===== src/rtl/pipe_hazard_ctrl.sv =====
// pipe_hazard_ctrl: stall/flush sequencer for load-use, redirect and data-memory waits
module pipe_hazard_ctrl #(
   parameter int MEM_TIMEOUT = 15,
   parameter int CNT_W = 32
) (
   input  logic             clk,
   input  logic             rst,
   input  logic [4:0]       id_rs1,
   input  logic [4:0]       id_rs2,
   input  logic             id_use_rs1,
   input  logic             id_use_rs2,
   input  logic [4:0]       ex_rd,
   input  logic             ex_memread,
   input  logic             ex_regwrite,
   input  logic             ex_redirect,
   input  logic             mem_req,
   input  logic             mem_ready,
   output logic             pc_stall,
   output logic             ifid_stall,
   output logic             ifid_flush,
   output logic             idex_stall,
   output logic             idex_flush,
   output logic             exmem_stall,
   output logic             memwb_flush,
   output logic             mem_err,
   output logic [1:0]       state,
   output logic [CNT_W-1:0] stall_cnt,
   output logic [CNT_W-1:0] flush_cnt
);
   typedef enum logic [1:0] {RUN = 2'b00, MEM_WAIT = 2'b01, HALT = 2'b10} st_t;
   st_t st, st_nxt;
   logic [7:0] wait_cnt, wait_nxt;
   logic err_nxt, lu, mw, full, live, redir, lu_act;
   always_comb begin
      lu = ex_memread & ex_regwrite & (ex_rd != 5'd0) &
           ((id_use_rs1 & (id_rs1 == ex_rd)) | (id_use_rs2 & (id_rs2 == ex_rd)));
      mw = mem_req & ~mem_ready;
      full = (st == HALT) || (st == RUN && mw) || (st == MEM_WAIT && !mem_ready);
      // a released MEM_WAIT behaves like RUN without a memory wait
      live = ~full;
      redir = live & ex_redirect;
      lu_act = live & ~ex_redirect & lu;
      st_nxt = st;
      wait_nxt = wait_cnt;
      err_nxt = mem_err;
      if (st == RUN && mw) begin
         st_nxt = MEM_WAIT;
         wait_nxt = 8'd1;
      end else if (st == MEM_WAIT && mem_ready) begin
         st_nxt = RUN;
         wait_nxt = 8'd0;
      end else if (st == MEM_WAIT && wait_cnt == 8'(MEM_TIMEOUT)) begin
         st_nxt = HALT;
         err_nxt = 1'b1;
      end else if (st == MEM_WAIT) begin
         wait_nxt = wait_cnt + 8'd1;
      end
   end
   assign pc_stall    = ~rst & (full | lu_act);
   assign ifid_stall  = ~rst & (full | lu_act);
   assign ifid_flush  = ~rst & redir;
   assign idex_stall  = ~rst & full;
   assign idex_flush  = ~rst & (redir | lu_act);
   assign exmem_stall = ~rst & full;
   assign memwb_flush = ~rst & full;
   assign state = st;
   always_ff @(posedge clk) begin
      if (rst) begin
         st <= RUN;
         wait_cnt <= 8'd0;
         mem_err <= 1'b0;
         stall_cnt <= '0;
         flush_cnt <= '0;
      end else begin
         st <= st_nxt;
         wait_cnt <= wait_nxt;
         mem_err <= err_nxt;
         if (pc_stall && !(&stall_cnt)) stall_cnt <= stall_cnt + CNT_W'(1);
         if (ifid_flush && !(&flush_cnt)) flush_cnt <= flush_cnt + CNT_W'(1);
      end
   end
endmodule


===== config.mk =====
export PLATFORM = sky130hd
export DESIGN_NAME = pipe_hazard_ctrl
export DESIGN_NICKNAME = d
export VERILOG_FILES = /design/src/rtl/pipe_hazard_ctrl.sv
export SDC_FILE = /design/constraint.sdc
export NUM_CORES = 1
export LEC_CHECK = 0
export BUFFER_PORTS_ARGS = -buffer_cell sky130_fd_sc_hd__buf_2
export CORE_UTILIZATION = 40
export CTS_CLUSTER_DIAMETER = 30
export CTS_CLUSTER_SIZE = 25
export DETAILED_ROUTE_END_ITERATION = 10
export SETUP_SLACK_MARGIN = 0.3
export SYNTH_ARGS = -nofsm -noshare
export SYNTH_HDL_FRONTEND = slang
export SYNTH_SLANG_ARGS = --single-unit

===== constraint.sdc =====
create_clock -name clk -period 2.9 [get_ports clk]
set_input_delay 0.29 -clock clk [delete_from_list [all_inputs] [get_ports clk]]
set_output_delay 0.29 -clock clk [all_outputs]
set_load 0.03 [all_outputs]

======== After elaboration in Yosys (flattened, before gate mapping) ========
Index checks and enable logic that the tools add are counted.
storage, ports and cells
  flip-flop bits (word level) ............. 75
  output and inout port bits .............. 74
  logic and storage cells ................. 67
cells by class
  $add $sub $neg .......................... 3
  eq/ne operators ......................... 6
  multiplexer cells ....................... 7
  bitwise operators ....................... 23
  reduce and logical (&&, ||, !) cells .... 21
operator list
  kind                                                                   count
  32-bit by 1-bit adder with 32-bit output, second input constant        2
  32-bit AND reduction                                                   2
  1-bit AND                                                              13
  5-bit equality test                                                    2
  8-bit by 1-bit adder with 8-bit output, second input constant          1
  8-bit by 4-bit equality test with 1-bit output, second input constant  1
  1-bit two-way mux                                                      7
  1-bit inverter                                                         7
  1-bit logical AND                                                      6
  3-bit nonzero test                                                     2
  5-bit nonzero test                                                     1
  2-bit AND reduction                                                    2
  1-bit zero test                                                        3
  3-bit inequality test, second input constant                           1
  1-bit bitwise OR                                                       3
  3-bit AND reduction                                                    1
  3-bit OR reduction                                                     1
  2-bit by 1-bit equality test with 1-bit output, second input constant  1
  2-bit equality test, second input constant                             1
  2-bit zero test                                                        1
  1-bit logical OR                                                       2

======== Longest topological paths before layout ========
  word-level depth ........................ 11
  mapped depth ............................ 9

======== Worst setup path before layout ========
OpenSTA, ideal clock, no wires.
  kind .................................... register to register
  start ................................... reg st[1] (netlist: state[1])
  end ..................................... reg stall_cnt[26]
  setup time .............................. 121 ps
  arrival ................................. 2430 ps
  required time ........................... 2779 ps
  path slack .............................. 349 ps
  cell stages (with the launch flop) ...... 9
  path buffers ............................ 1
  period minus slack after synthesis ...... 2551 ps
  cell sequence ........................... dfxtp_1 or2b_1 o21ai_2 and2_1 a21oi_2 or2_1 buf_6 nor4_1 mux2_2
on the way
  cells in the longest elaborated chain, start to end .. 10
  elaborated cells on any way between the ends .. 13
  classes of those cells .................. eq/ne: 2; bitwise: 5; reduce/logical: 6
RTL lines
  what                      RTL line  text
  start: declaration        31        st_t st, st_nxt;
  start signal: assignment  75        st <= st_nxt;
  2-bit zero test           38        full = (st == HALT) || (st == RUN && mw) || (st == MEM_WAIT && !mem_ready);
  1-bit logical AND         38
  1-bit logical OR          38
  1-bit logical OR (*)      38
  1-bit inverter            40        live = ~full;
  1-bit AND (2 in a row)    42        lu_act = live & ~ex_redirect & lu;
  1-bit bitwise OR (*)      59        assign pc_stall = ~rst & (full | lu_act);
  1-bit AND (*)             59
  1-bit logical AND (*)     78        if (pc_stall && !(&stall_cnt)) stall_cnt <= stall_cnt + CNT_W'(1);
  end signal: assignment    78
  end: declaration          27        output logic [CNT_W-1:0] stall_cnt,
Mark *: on every way between the ends. The rest lies on a longest branch, timed or not.
A chain may end at the register's enable or synchronous reset.

======== Final worst setup path ========
  start ................................... reg stall_cnt[11]
  end ..................................... reg stall_cnt[26]
on the way
  cells in the longest elaborated chain, start to end .. 3
  elaborated cells on any way between the ends .. 4
  classes of those cells .................. add/sub: 1; reduce/logical: 3
RTL lines
  what
  branches (longest 3 deep; another with 32-bit by 1-bit adder with 32-bit output)
Several ways; the timed one is not identified.

==> flow_summary.yaml <==
status:
  status: "completed"
yosys:
  post-synth-top-area-cell: "dfxtp_1"
  synth_ff_type: "dfxtp_1"
  synth_top_area_share_pct: 39.6
  ys_ff_latch: 75
  synth_cells: 463
  synth_edf_count: 0
  synthArstFlopShare_pct: 0
  synth-adder-area-share_pct: 0.991
  yosys.area_share.simple_pct: 34.2
  synth.cell_area_um2: 3790
  synth-compound-area-share_pct: 6.21
  yosysSeqAreaShare_pct: 39.6
  synth_top_family_by_area: "simple AND/OR/NAND/NOR gates"
  synth-xor-area-share_pct: 14.6
  yosysWarnings: 0
  syn_nets: 490
  ys_types: 52
  synth.avg_cell_area_um2: 8.18
  synthMuxAreaShare_pct: 1.39
  synth.area.top_cells: "dfxtp_1, xnor2_1, nor2_1"
setup_path:
  slowest_stage: "dfxtp_1"
  crit_path_end_kind: "register"
  crit_chain: "and3_1 -> and4_1 -> nand4_1 -> nor4_2 -> or2_1 -> nor4_1 -> mux2_2"
  crit_type: "register to register"
  critPathMaxStageDelay_ns: 0.44
  critPathMaxFanout: 11
  regToRegSetupSlack_ns: 0.50
  start_kind: "register"
  required_ns: 3.14
  arrival_ns: 2.64
  reg2regPathDepth: 7
  worstReg2RegEnd: "stall_cnt[26]"
  critPathCapture: "stall_cnt[26]"
  critPathLaunch: "stall_cnt[11]"
  r2r_start: "stall_cnt[11]"
floorplanning:
  core_area_um2: 9200
  die_x_um: 99.3
  num_rows: 35
  die_area_um2: 9860
  ios: 98
  fp.dieH_um: 99.3
  start_util_pct: 41.2
sta:
  rsz0062_at_grt: "no"
  drv_slew: 0
  worst_pin_slew_ns: 0.692
  slew_headroom_pct: 53.9
  hold_violations: 0
  post-route-min-period_ns: 2.40
  setup-violations-final: 0
  tns_ns: 0
  clock.fmax_mhz: 416
  clock_skew_ns: 0.00966
  min_period_over_period_pct: 82.8
cts:
  path_clk_slew_ns: 0.08
  htree_levels: 3
  clk_path_buf_depth: 2
  numCtsBuffers: 9
  cts_tree: "built"
  clockRootBuffer: "clkbuf_8"
  post_cts_buffers: 0
  cts.sinks: 75
  clkLatencyLatePin_ns: 0.35
placement:
  place.gp.congestion: 0.882
  dpl.hpwl_um: 6750
  placed_cells: 658
  portBuffers: 97
layout:
  seqCellArea_um2: 1500
  syn_to_final_growth_pct: 20.6
  final_common_cell: "buf_2"
  drive_gt1_share_pct: 22.7
  stdcell_count: 674
  diodes: 0
  multi_input_area_um2: 2180
  num-fill-cells: 920
  layout_common_cells: "buf_2, nor2_1, dfxtp_1, xnor2_1, nand2_1"
  finalNetCount: 585
global_route:
  antenna_found_initial: 0
  grt_pass1_vias: 3143
  grt_max_degree: 64
  groute.usage.overall_pct: 19.5
  grt_pass1_wl_um: 15300
  grt_overflow: 0
hold_path:
  hold_class: "input port to register"
  hp-start: "mem_ready"
power:
  power_frac_comb_pct: 6.5
  p_clk_share_pct: 40.8
  ir_drop_v: 0.000291
  leakage_nw: 1.83
  p_sw_share_pct: 25.1
  power_switching_mw: 0.497
  power_density_nw_per_um2: 433
  pwr-share-seq_pct: 52.7
  p_int_mw: 1.48
detailed_routing:
  drt_iter0_drc: 141
  drc: 0
  drtAntennaViolNets: 0
  routed_via_density: 5.33
  vias: 3591
  totalWireLength_um: 9350
  routedWlPerCell_um: 13.9
  firstDrtPassIters: 5
run:
  cap_violations: 0
[stage by stage]
stage / area (um2) / power [mW] / hold WS (ns) / worst slack, ns / util (%)
after global placement: 4370 / 1.19 / 0.449 / 0.607 / 47.5
after detailed placement: 4370 / 1.20 / 0.460 / 0.522 / 47.5
after global routing: 4570 / 2.06 / 0.309 / 0.355 / 49.7
final: 4570 / 1.98 / 0.277 / 0.498 / 49.7
after floorplan: 3790 / 1.15 / 0.453 / 0.349 / -
after CTS: 4560 / 1.99 / 0.267 / 0.544 / 49.6
[worst max-delay path, delay by kind of cell (launching register included)]
kind	cells	cell delay, ns
flops	1	0.44
mux	1	0.28
simple gates	6	1.57
[cells by family after synthesis]
| logic type | after synthesis |
|---|---|
| simple gates | 255 |
| flops | 75 |
| xor+xnor | 63 |
| compound gates | 37 |
| buf+inv | 25 |
| mux | 5 |
| fa+ha+maj | 3 |
[power by group through the flow]
stage / Sequential (mW) / Clock (mW) / Combinational, mW
4_1_cts: 1.04 / 0.820 / 0.130
6_report: 1.04 / 0.806 / 0.129
3_3_place_gp: 1.07 / 0 / 0.127
3_5_place_dp: 1.07 / 0 / 0.130
2_1_floorplan: 1.07 / 0 / 0.0776
5_1_grt: 1.04 / 0.876 / 0.142
[final cells by class]
type / count / area share [%]
Clock buffer: 10 / 2.79
Clock inverter: 6 / 1.42
Inverter: 6 / 0.493
Multi-Input combinational cell: 363 / 47.8
Sequential cell: 75 / 32.9
Tap cell: 111 / 3.04
Timing Repair Buffer: 103 / 11.6
[registers in the layout, indices dropped and copies added, names as in the netlist]
signal / count
flush_cnt: 32
wait_cnt: 8
stall_cnt: 32
mem_err: 1
state: 2
[synth_stat cells, drive strengths merged (8+ instances only)]
cell type  instances
a21oi             13
and3              12
clkbuf            12
dfxtp             75
nand2             39
nand3             33
nand4             23
nor2              79
nor3              20
nor4              12
o21ai              8
xnor2             39
xor2              24
[routing by layer]
| layer | GRT usage (%) | vias up | share of wire (%) |
|---|---|---|---|
| li1 | - | 1807 | - |
| met1 | 25.9 | 1658 | 48 |
| met2 | 32.1 | 116 | 45 |
| met3 | 2.88 | 10 | 5.1 |
| met4 | 7.13 | 0 | 1.5 |
| met5 | 0 | - | 0 |
[how the worst min path moves through the flow]
stage	to	slack, ns	cells past startpoint
4_1_cts	wait_cnt[0]	0.27	3
5_1_grt	wait_cnt[0]	0.31	3
3_3_place_gp	mem_err	0.45	2
3_5_place_dp	mem_err	0.46	2
6_report	wait_cnt[0]	0.28	3
2_1_floorplan	wait_cnt[1]	0.45	2
[repair_timing]
action | in CTS | in global routing
gates resized for setup | 0 | 2
endpoints found under the setup margin | 0 | 3
hold buffers | 0 | 0
No activity file was read; power rests on OpenSTA's default activity.
